## src/rtl/ep_mem_pkg.sv

```systemverilog
// Shared types and helpers for the Enterprise SDRAM scheduler.
// Holds the FSM states, command tags and page-map constants.
package ep_mem_pkg;

    typedef enum logic [1:0] {
        IDLE,
        INIT_RD,
        INIT_WR,
        WAIT_ACK
    } state_t;

    typedef enum logic [2:0] {
        OP_NONE,
        OP_INIT,
        OP_RFSH,
        OP_DL,
        OP_CPU_RD,
        OP_CPU_WR
    } op_t;

    localparam logic [7:0] VMM_PAGE    = 8'hFC;
    localparam logic [7:0] ROM_WR_PAGE = 8'h07;

    // Lowest RAM page for each RAM size; unknown sizes fall back to 1MB.
    function automatic logic [7:0] maxram(input logic [2:0] sel);
        logic [7:0] m;
        case (sel)
            3'd1:    m = 8'h80;
            3'd2:    m = 8'h40;
            3'd3:    m = 8'hFC;
            3'd4:    m = 8'hF8;
            3'd5:    m = 8'hF0;
            3'd6:    m = 8'hE0;
            default: m = 8'hC0;
        endcase
        return m;
    endfunction

endpackage

```

## src/rtl/ep_mem_decode.sv

```systemverilog
// Page permission decode for CPU accesses.
// Pure combinational: RAM, ROM, VRAM and write-enable flags.
module ep_mem_decode
    import ep_mem_pkg::*;
(
    input  logic [7:0] page,
    input  logic       a13,
    input  logic [2:0] ramSel,
    input  logic [7:0] romTop,
    output logic       ram,
    output logic       rom,
    output logic       vmm,
    output logic       wrOk
);

    // Classify the page against the configured memory map.
    always_comb begin
        ram  = page >= maxram(ramSel);
        rom  = page <= romTop;
        vmm  = page >= VMM_PAGE;
        wrOk = ram | ((page == ROM_WR_PAGE) & a13);
    end

endmodule

```

## src/rtl/ep_mem_sched.sv

```systemverilog
// Single-owner scheduler for the Enterprise SDRAM port.
// Boot-ROM copy, then refresh > download > CPU, one command in flight.
module ep_mem_sched
    import ep_mem_pkg::*;
#(
    parameter int unsigned INIT_WORDS  = 131072,
    parameter int unsigned INIT_AW     = 17,
    parameter logic [7:0]  ROM_TOP_RST = 8'h07
) (
    input  logic               clock32,
    input  logic               reset,
    input  logic               sdrReady,
    output logic [INIT_AW-1:0] iniA,
    input  logic [7:0]         iniD,
    output logic               iniDone,
    input  logic               dlIo,
    input  logic [21:0]        dlA,
    input  logic [7:0]         dlD,
    input  logic               dlW,
    output logic               dlWait,
    input  logic [21:0]        cpuA,
    input  logic [7:0]         cpuD,
    input  logic               cpuR,
    input  logic               cpuW,
    output logic [7:0]         cpuQ,
    output logic               cpuAck,
    input  logic [2:0]         ramSel,
    output logic [7:0]         romTop,
    output logic               vmmW,
    input  logic               rfshReq,
    output logic               sdrRd,
    output logic               sdrWr,
    output logic               sdrRf,
    output logic [24:0]        sdrA,
    output logic [15:0]        sdrD,
    input  logic [15:0]        sdrQ,
    input  logic               sdrAck
);

    localparam logic [INIT_AW-1:0] INI_LAST = INIT_AW'(INIT_WORDS - 1);

    state_t             state_q, state_d;
    op_t                op_q, op_d;
    logic [INIT_AW-1:0] ini_a_q, ini_a_d;
    logic               ini_done_q, ini_done_d;
    logic [1:0]         rfsh_q, rfsh_d;
    logic               dl_pend_q, dl_pend_d;
    logic               dl_busy_q, dl_busy_d;
    logic [21:0]        dl_a_q, dl_a_d;
    logic [7:0]         dl_d_q, dl_d_d;
    logic               cpu_pend_q, cpu_pend_d;
    logic               cpu_rd_q, cpu_rd_d;
    logic [21:0]        cpu_a_q, cpu_a_d;
    logic [7:0]         cpu_d_q, cpu_d_d;
    logic [7:0]         cpu_q_q, cpu_q_d;
    logic               cpu_ack_q, cpu_ack_d;
    logic [7:0]         rom_top_q, rom_top_d;
    logic               vmm_w_q, vmm_w_d;
    logic               sdr_rd_q, sdr_rd_d;
    logic               sdr_wr_q, sdr_wr_d;
    logic               sdr_rf_q, sdr_rf_d;
    logic [24:0]        sdr_a_q, sdr_a_d;
    logic [15:0]        sdr_d_q, sdr_d_d;
    logic               rfsh_svc, rfsh_inc;
    logic               dec_ram, dec_rom, dec_vmm, dec_wr_ok;
    logic               unused_hi;

    assign unused_hi = &{1'b0, sdrQ[15:8]};

    ep_mem_decode u_decode (
        .page   (cpu_a_q[21:14]),
        .a13    (cpu_a_q[13]),
        .ramSel (ramSel),
        .romTop (rom_top_q),
        .ram    (dec_ram),
        .rom    (dec_rom),
        .vmm    (dec_vmm),
        .wrOk   (dec_wr_ok)
    );

    // Arbitration, command issue, ack handling and request capture.
    always_comb begin
        state_d    = state_q;
        op_d       = op_q;
        ini_a_d    = ini_a_q;
        ini_done_d = ini_done_q;
        dl_pend_d  = dl_pend_q;
        dl_busy_d  = dl_busy_q;
        dl_a_d     = dl_a_q;
        dl_d_d     = dl_d_q;
        cpu_pend_d = cpu_pend_q;
        cpu_rd_d   = cpu_rd_q;
        cpu_a_d    = cpu_a_q;
        cpu_d_d    = cpu_d_q;
        cpu_q_d    = cpu_q_q;
        rom_top_d  = rom_top_q;
        sdr_a_d    = sdr_a_q;
        sdr_d_d    = sdr_d_q;
        cpu_ack_d  = 1'b0;
        vmm_w_d    = 1'b0;
        sdr_rd_d   = 1'b0;
        sdr_wr_d   = 1'b0;
        sdr_rf_d   = 1'b0;
        rfsh_svc   = 1'b0;
        rfsh_d     = rfsh_q;

        unique case (state_q)
            IDLE: begin
                if (sdrReady) begin
                    if (rfsh_q != 2'd0) begin
                        sdr_rf_d = 1'b1;
                        rfsh_svc = 1'b1;
                        op_d     = OP_RFSH;
                        state_d  = WAIT_ACK;
                    end else if (!ini_done_q) begin
                        state_d = INIT_RD;
                    end else if (dl_pend_q) begin
                        sdr_wr_d  = 1'b1;
                        sdr_a_d   = 25'(dl_a_q);
                        sdr_d_d   = {8'd0, dl_d_q};
                        dl_pend_d = 1'b0;
                        op_d      = OP_DL;
                        state_d   = WAIT_ACK;
                    end else if (cpu_pend_q) begin
                        cpu_pend_d = 1'b0;
                        vmm_w_d    = !cpu_rd_q && dec_vmm;
                        if (cpu_rd_q && (dec_ram || dec_rom)) begin
                            sdr_rd_d = 1'b1;
                            sdr_a_d  = 25'(cpu_a_q);
                            op_d     = OP_CPU_RD;
                            state_d  = WAIT_ACK;
                        end else if (!cpu_rd_q && dec_wr_ok) begin
                            sdr_wr_d = 1'b1;
                            sdr_a_d  = 25'(cpu_a_q);
                            sdr_d_d  = {8'd0, cpu_d_q};
                            op_d     = OP_CPU_WR;
                            state_d  = WAIT_ACK;
                        end else begin
                            cpu_ack_d = 1'b1;
                            if (cpu_rd_q) cpu_q_d = 8'hFF;
                        end
                    end
                end
            end
            INIT_RD: state_d = INIT_WR;
            INIT_WR: begin
                sdr_wr_d = 1'b1;
                sdr_a_d  = 25'(ini_a_q);
                sdr_d_d  = {8'd0, iniD};
                op_d     = OP_INIT;
                state_d  = WAIT_ACK;
            end
            WAIT_ACK: begin
                if (sdrAck) begin
                    state_d = IDLE;
                    op_d    = OP_NONE;
                    case (op_q)
                        OP_INIT: begin
                            ini_a_d = ini_a_q + 1'b1;
                            if (ini_a_q == INI_LAST) ini_done_d = 1'b1;
                        end
                        OP_DL: if (!dl_pend_q) dl_busy_d = 1'b0;
                        OP_CPU_RD: begin
                            cpu_q_d   = sdrQ[7:0];
                            cpu_ack_d = 1'b1;
                        end
                        OP_CPU_WR: cpu_ack_d = 1'b1;
                        default: ;
                    endcase
                end
            end
            default: state_d = IDLE;
        endcase

        // A request at a full counter is dropped unless one is served now.
        rfsh_inc = rfshReq && ((rfsh_q != 2'd3) || rfsh_svc);
        if (rfsh_inc && !rfsh_svc) rfsh_d = rfsh_q + 2'd1;
        else if (!rfsh_inc && rfsh_svc) rfsh_d = rfsh_q - 2'd1;

        if (dlW) begin
            dl_pend_d = 1'b1;
            dl_busy_d = 1'b1;
            dl_a_d    = dlA;
            dl_d_d    = dlD;
            rom_top_d = {2'b00, dlA[19:14]};
        end
        if (cpuR || cpuW) begin
            cpu_pend_d = 1'b1;
            cpu_rd_d   = cpuR;
            cpu_a_d    = cpuA;
            cpu_d_d    = cpuD;
        end
    end

    // State register; reset abandons any command in flight.
    always_ff @(posedge clock32) begin
        if (reset) begin
            state_q    <= IDLE;
            op_q       <= OP_NONE;
            ini_a_q    <= '0;
            ini_done_q <= 1'b0;
            rfsh_q     <= 2'd0;
            dl_pend_q  <= 1'b0;
            dl_busy_q  <= 1'b0;
            dl_a_q     <= '0;
            dl_d_q     <= '0;
            cpu_pend_q <= 1'b0;
            cpu_rd_q   <= 1'b0;
            cpu_a_q    <= '0;
            cpu_d_q    <= '0;
            cpu_q_q    <= 8'hFF;
            cpu_ack_q  <= 1'b0;
            rom_top_q  <= ROM_TOP_RST;
            vmm_w_q    <= 1'b0;
            sdr_rd_q   <= 1'b0;
            sdr_wr_q   <= 1'b0;
            sdr_rf_q   <= 1'b0;
            sdr_a_q    <= '0;
            sdr_d_q    <= '0;
        end else begin
            state_q    <= state_d;
            op_q       <= op_d;
            ini_a_q    <= ini_a_d;
            ini_done_q <= ini_done_d;
            rfsh_q     <= rfsh_d;
            dl_pend_q  <= dl_pend_d;
            dl_busy_q  <= dl_busy_d;
            dl_a_q     <= dl_a_d;
            dl_d_q     <= dl_d_d;
            cpu_pend_q <= cpu_pend_d;
            cpu_rd_q   <= cpu_rd_d;
            cpu_a_q    <= cpu_a_d;
            cpu_d_q    <= cpu_d_d;
            cpu_q_q    <= cpu_q_d;
            cpu_ack_q  <= cpu_ack_d;
            rom_top_q  <= rom_top_d;
            vmm_w_q    <= vmm_w_d;
            sdr_rd_q   <= sdr_rd_d;
            sdr_wr_q   <= sdr_wr_d;
            sdr_rf_q   <= sdr_rf_d;
            sdr_a_q    <= sdr_a_d;
            sdr_d_q    <= sdr_d_d;
        end
    end

    assign iniA    = ini_a_q;
    assign iniDone = ini_done_q;
    assign dlWait  = dl_busy_q | (dlIo & ~ini_done_q);
    assign cpuQ    = cpu_q_q;
    assign cpuAck  = cpu_ack_q;
    assign romTop  = rom_top_q;
    assign vmmW    = vmm_w_q;
    assign sdrRd   = sdr_rd_q;
    assign sdrWr   = sdr_wr_q;
    assign sdrRf   = sdr_rf_q;
    assign sdrA    = sdr_a_q;
    assign sdrD    = sdr_d_q;

endmodule

```

## config.mk

```make
export PLATFORM = sky130hd
export DESIGN_NAME = ep_mem_sched
export DESIGN_NICKNAME = d
export VERILOG_FILES = /design/src/rtl/ep_mem_pkg.sv /design/src/rtl/ep_mem_decode.sv /design/src/rtl/ep_mem_sched.sv
export SDC_FILE = /design/constraint.sdc
export NUM_CORES = 1
export LEC_CHECK = 0
export ABC_CLOCK_PERIOD_IN_PS = 3750
export CAP_MARGIN = 25
export CORE_ASPECT_RATIO = 1.25
export CORE_UTILIZATION = 49
export CTS_BUF_LIST = sky130_fd_sc_hd__clkbuf_16
export DETAILED_ROUTE_END_ITERATION = 10
export PLACE_DENSITY = 0.9
export SYNTH_ARGS = -nofsm -noshare
export SYNTH_HDL_FRONTEND = slang
export SYNTH_HIERARCHICAL = 1
export SYNTH_SLANG_ARGS = --single-unit
```

## constraint.sdc

```tcl
create_clock -name clock32 -period 3.75 [get_ports clock32]
set_input_delay 0.9375 -clock clock32 [delete_from_list [all_inputs] [get_ports clock32]]
set_output_delay 0.9375 -clock clock32 [all_outputs]
set_load 0.05 [all_outputs]
```

==> impl_metrics.csv, run 1 <==
group,metric,value,unit
run_status,outcome,"finished clean",
pwr,cellInternalPower,2955,uW
die,start_util,50.96,%
yosys,avgSynthCellArea,8.321,sq um
clock_tree,post_cts_buffers,0,
pwr,leakage,0.003512,uW
timing,setup_violations,0,
placed_design,port_buffers,155,
yosys,syn_inst,786,
timing,tightest_slew,700.8,ps
finish,fin_area,8717,sq um
timing,fin_crit,3580,ps
placed_design,dp_hpwl,11.80,mm
clock_tree,cts_root_buffer,"clkbuf_16",
setup_path,cp_slowest_cell,"clkdlybuf4s50_1",
route,viasPerCell,5.415,
finish,final_common_cell,"clkdlybuf4s50_1",
timing,fin_crit_sh,95.46,%
finish,fin_nets,1037,
job,maxCapViolCount,0,
timing,report.final.slew_viol_count,0,
timing,skew,7.733,ps
yosys,ys.flop_type,"dfxtp_1",
yosys,ys_top_cells_by_area,"dfxtp_1 (41%), mux2i_1 (12%), nand2_1 (8.7%), a21oi_1 (5.4%), o21ai_0 (3.9%)",
die,die_area,13820,sq um
pwr,p_per_area,489.1,nW/um^2
yosys,synth_seq_cells,135,
setup_path,worst_setup_path_start_kind,"input pin",
die,die_h,131.2,microns
setup_path,regToRegSetupSlack,1020,ps
yosys,synth_edf_count,0,
global_routing,grt_antenna_before_repair,0,
clock_tree,cts_resized,0,
pwr,p_clk_share,38.7,%
yosys,synthArstFlopShare,0,%
die,core_area,12830,sq um
setup_path,crit_fanout,22,
clock_tree,tritoncts,"done",
pwr,switchingPower,1309,uW
yosys,yosys.area.top_type,"dfxtp_1",
die,ios,177,
yosys,synth_area,6540,sq um
route,antenna_left,0,
global_routing,grt-ovfl-total,0,
clock_tree,cts.clk_slew.worst_paths,60,ps
yosys,yosysSeqAreaShare,41.32,%
placed_design,gp_congestion,0.9007,
pwr,ir_drop,0.3012,mV
clock_tree,numCtsBuffers,17,
finish,n_antenna_cell,0,
setup_path,arrival,3910,ps
placed_design,placed_cell_area,8105,sq um
finish,drive_gt1_share,6.330,%
route,drt_iter0_drc,355,
pwr,p_comb_share,23.0,%
route,dr.pass1.iters,5,
pwr,switching_share,30.70,%
global_routing,grt_max_degree,57,
setup_path,worst_setup_path_end_kind,"flip-flop",
global_routing,grt_pass1_vias,5580,
setup_path,cp.required,4080,ps
finish,final_cell_mix,"clkdlybuf4s50_1 (153), nand2_1 (152), dfxtp_1 (134)",
route,wl,16.93,mm
die,fp.dieW,105.3,microns
setup_path,setup.worst_path.class,"input pin to flip-flop",
clock_tree,cts_hold_buffers,0,
yosys,synth.distinct_cells,62,
yosys,yosysWarnings,6,
finish,syn_to_final_growth,33.29,%
timing,max_freq,279.4,MHz
timing,maxSlewHeadroom,53.19,%
route,vias,5957,
yosys,yosysTopAreaCellShare,41.32,%
timing,setup_tns,0,ps
clock_tree,clockBufferDepth,2,
setup_path,slowest_delay,530,ps
clock_tree,clkSinkCount,135,
route,avgRoutedWirePerCell,15.39,microns
clock_tree,htree_levels,4,
timing,rsz0062_at_grt,"no",
global_routing,grt_pass1_wl,27.17,mm
route,drcViolationCount,0,
global_routing,grt_usage,24.51,%
pwr,seq_power_share,38.3,%
die,fp-row-count,46,
clock_tree,insertion_delay,410,ps
worst_hold_path,hold_class,"flip-flop to flip-flop",
timing,finalHoldViolCount,0,
setup_path,crit_chain,"clkdlybuf4s50_1 > nand2_1 > nor2_1 > a21oi_1 > ha_1 > and4_2 > o21ai_1 > nand3_1 > nor3b_1 > o21ai_0 > a31oi_4 > buf_12 > mux2i_1",
==> final cells by class <==
cell class	count	area [sq um]
tap	168	210.2
fill	1043	4118
multi-input combinational	577	3466
inverter	23	86.33
timing repair buffer	167	1667
clock buffer	17	425.4
sequential	135	2704
clock inverter	13	158.9
==> flip-flops by register name (all words and copies together) (netlist names), 2 cells and up <==
register  cells
sdrA         22
dl_d_q        8
state_q       2
cpuQ          8
sdrD          8
rfsh_q        2
dl_a_q       22
cpu_a_q      22
romTop        3
cpu_d_q       8
iniA         17
op_q          3
==> critical path, delay by kind of cell <==
family	cells	cell delay, ps
mux	1	230
compound gates	4	650
simple gates	5	1050
fa+ha+maj	1	270
buf+inv	2	760
==> through the flow <==
stage,utilization (%),hold WS [ps],power [uW],instances,worst slack [ps]
3_5_place_dp,63.15,444.1,2625,1069,-166.6
4_1_cts,67.70,449.8,4280,1099,227.2
5_1_grt,67.92,461.6,4449,1100,27.64
6_report,67.92,448.7,4264,1100,170.3
2_1_floorplan,-,428.5,2331,800,529.2
3_3_place_gp,63.15,437.6,2602,1069,-56.33
==> cell families (layout without fill, tap and decap cells) <==
group	after synthesis	count (layout)	synth area share (%)
other	1	15	0.05734
adders and majority gates	20	20	3.826
muxes	85	85	13.11
xor gates and xnor gates	10	10	1.339
and+or+nand+nor	293	293	20.15
buffers and inverters	88	220	6.696
AOI/OAI and AO/OA	154	154	13.51
DFF	135	135	41.32
==> synthesized netlist by cell type (7+ instances only) <==
library cell  instances
nand2_1             152
dfxtp_1             135
mux2i_1              80
a21oi_1              70
nor2_1               60
o21ai_0              51
clkbuf_1             29
inv_1                22
ha_1                 20
buf_4                19
nand3_1              18
nor3_1               17
buf_2                 7
nand4_1               7
or3_1                 7
xnor2_1               7
==> metal layers <==
| metal | wire, microns | GRT usage [%] |
|---|---|---|
| met1 | 7000 | 29.34 |
| met2 | 8524 | 42.21 |
| met3 | 1034 | 5.754 |
| met4 | 367 | 9.155 |
| met5 | 0 | 0 |
==> worst paths after layout <==
path               startpoint    endpoint  cells after the start
setup / recovery    ramSel[1]     sdrA[3]                     13
hold / removal     cpu_d_q[1]  cpu_d_q[1]                      2
hold reg to reg    cpu_d_q[1]  cpu_d_q[1]                      2
setup reg to reg  cpu_a_q[16]     sdrA[3]                     11
==> power groups by stage <==
stage | combinational, uW | clock, uW | sequential, uW
final | 983 | 1650 | 1630
after global routing | 1070 | 1740 | 1640
after CTS | 975 | 1680 | 1630
after detailed placement | 968 | 0 | 1660
after global placement | 950 | 0 | 1650
after floorplan | 643 | 0 | 1690
Power figures use the tool's default switching activity.
==> inputs of run 2 (changes only) <==
- ABC_CLOCK_PERIOD_IN_PS: 3750 -> 4200
- CORE_UTILIZATION: 49 -> 50
- PLACE_DENSITY: 0.9 -> 0.91
- clock period: 3.75 -> 4.2 ns (I/O delays scaled with it)
==> run 2 against run 1 <==
Net effect:
- total power fell by 11%
- die area is 2.0% lower
- first-iteration DRC count down 9.6%
- core utilization is 0.61 points higher
- register-to-register slack better by 340 ps
- routed wire length grew 0.50%
- non-clock buffer count is 1 lower
- cell area unchanged
- cell count hardly changed
==> impl_metrics.csv, run 2 (synthesis results as in run 1) <==
group,metric,value,unit
run_status,outcome,"finished clean",
finish,fill_cells,985,
setup_path,regToRegSetupSlack,1360,ps
setup_path,slowest_delay,530,ps
worst_hold_path,hold_class,"flip-flop to flip-flop",
placed_design,dp_hpwl,11.89,mm
finish,fin_nets,1036,
route,vias,5993,
pwr,p_per_area,434.8,nW/um^2
clock_tree,cts_resized,0,
route,wl,17.01,mm
global_routing,grt_pass1_wl,27.18,mm
timing,fin_crit,3789,ps
timing,rsz0062_at_grt,"no",
finish,n_antenna_cell,0,
timing,report.final.slew_viol_count,0,
placed_design,placedCellCount,1068,
clock_tree,cts.clk_slew.worst_paths,60,ps
route,viasPerCell,5.453,
setup_path,crit_fanout,22,
global_routing,grt_pass1_vias,5640,
timing,skew,14.03,ps
die,fp.dieW,104.3,microns
global_routing,grt_max_degree,101,
timing,fin_crit_sh,90.20,%
job,maxCapViolCount,0,
timing,maxSlewHeadroom,35.92,%
die,ios,177,
pwr,cellInternalPower,2630,uW
pwr,p_comb_share,23.4,%
die,die_h,129.9,microns
finish,drive_gt1_share,5.800,%
clock_tree,clkSinkCount,135,
finish,final_cell_mix,"clkdlybuf4s50_1 (153), nand2_1 (152), dfxtp_1 (134)",
route,drcViolationCount,0,
finish,final_common_cell,"clkdlybuf4s50_1",
setup_path,arrival,4130,ps
placed_design,port_buffers,155,
pwr,switching_share,30.62,%
setup_path,worst_setup_path_start_kind,"input pin",
clock_tree,clockBufferDepth,2,
die,fp-row-count,46,
finish,final_cells,1099,
pwr,leakage,0.003508,uW
timing,setup_ws,411.5,ps
setup_path,cp.required,4540,ps
clock_tree,cts_root_buffer,"clkbuf_16",
timing,tightest_slew,955.2,ps
timing,max_freq,264.0,MHz
die,die_area,13540,sq um
placed_design,place_ws,76.71,ps
finish,multi_input_area,3466,sq um
global_routing,grt_usage,25.16,%
timing,setup_tns,0,ps
finish,syn_to_final_growth,33.29,%
pwr,ir_drop,0.2845,mV
setup_path,r2r-start,"romTop[1]",
route,antenna_left,0,
route,avgRoutedWirePerCell,15.48,microns
pwr,p_clk_share,38.2,%
clock_tree,post_cts_buffers,0,
clock_tree,tritoncts,"done",
global_routing,grt-ovfl-total,0,
finish,postLayoutCoreUtil,68.53,%
setup_path,setup.worst_path.class,"input pin to flip-flop",
clock_tree,cts_hold_buffers,0,
setup_path,cp_slowest_cell,"clkdlybuf4s50_1",
global_routing,grt_antenna_before_repair,0,
timing,finalHoldViolCount,0,
placed_design,placed_cell_area,8123,sq um
clock_tree,insertion_delay,410,ps
finish,fin_area,8717,sq um
die,start_util,51.42,%
setup_path,crit_chain,"clkdlybuf4s50_1 > nand2_1 > nor2_1 > a21oi_1 > ha_1 > and4_2 > o21ai_1 > nand3_1 > nor3b_1 > o21ai_0 > a31oi_4 > buf_12 > mux2i_1",
finish,seq_area,2704,sq um
die,core_area,12720,sq um
clock_tree,numCtsBuffers,17,
setup_path,critPathLaunch,"ramSel[1]",
route,drt_iter0_drc,321,
setup_path,worst_setup_path_end_kind,"flip-flop",
pwr,switchingPower,1160,uW
route,dr.pass1.iters,5,
worst_hold_path,hold_start,"cpu_a_q[1]",
placed_design,gp_congestion,0.9011,
pwr,seq_power_share,38.4,%
clock_tree,htree_levels,4,
timing,setup_violations,0,
[run 2: cell types whose count changed in the layout (fill, tap and decap cells not counted)]
cell,delta
buf_4,-3
buf_12,+2
clkinvlp_4,+1
clkinv_1,+2
clkinv_4,-4
inv_1,+2
clkinv_2,-1
[run 2: path summary, 6_finish.rpt]
check                                  end  cells after the start
worst min register to register  cpu_a_q[1]                      2
worst min-delay path            cpu_a_q[1]                      2
worst max register to register    sdrA[15]                     11
worst max-delay path              sdrA[15]                     13
[run 2: power groups by stage]
stage | clock network, uW | logic, uW | registers (uW)
final | 1450 | 887 | 1450
after global routing | 1520 | 962 | 1460
after CTS | 1470 | 882 | 1450
after detailed placement | 0 | 875 | 1480
after global placement | 0 | 836 | 1480
after floorplan | 0 | 574 | 1510
[run 2: final cells by class]
cell class                 count  share of cell area (%)
clock buffer                  17                   4.880
clock inverter                13                   1.622
inverter                      23                  0.9904
multi-input combinational    577                   39.76
sequential                   135                   31.02
tap                          168                   2.411
timing repair buffer         166                   19.32
[run 2: per-layer routing]
metal | routed length [microns] | track usage (%) | vias to the layer above
met4 | 324 | 9.496 | 0
li1 | - | - | 2961
met3 | 982 | 6.993 | 26
met5 | 0 | 0 | -
met1 | 7036 | 29.10 | 2794
met2 | 8668 | 44.41 | 212
[run 2: metrics by stage]
step / hold WS (ps) / total power (uW)
final: 450.4 / 3790
after global routing: 463.9 / 3948
after CTS: 450.3 / 3802
after detailed placement: 444.4 / 2354
after global placement: 437.0 / 2321
after floorplan: 428.5 / 2081
[run 2: worst max-delay path: cells and delay by family]
family          cells  cell delay (ps)
compound gates      4              730
fa+ha+maj           1              270
buf+inv             2              750
mux                 1              210
simple gates        5             1090
==> inputs of run 3 (changes only) <==
- SKIP_LAST_GASP: unset -> 1
==> results of run 3 <==
Same layout as run 2: the final DEF is identical, and so are final timing and power.
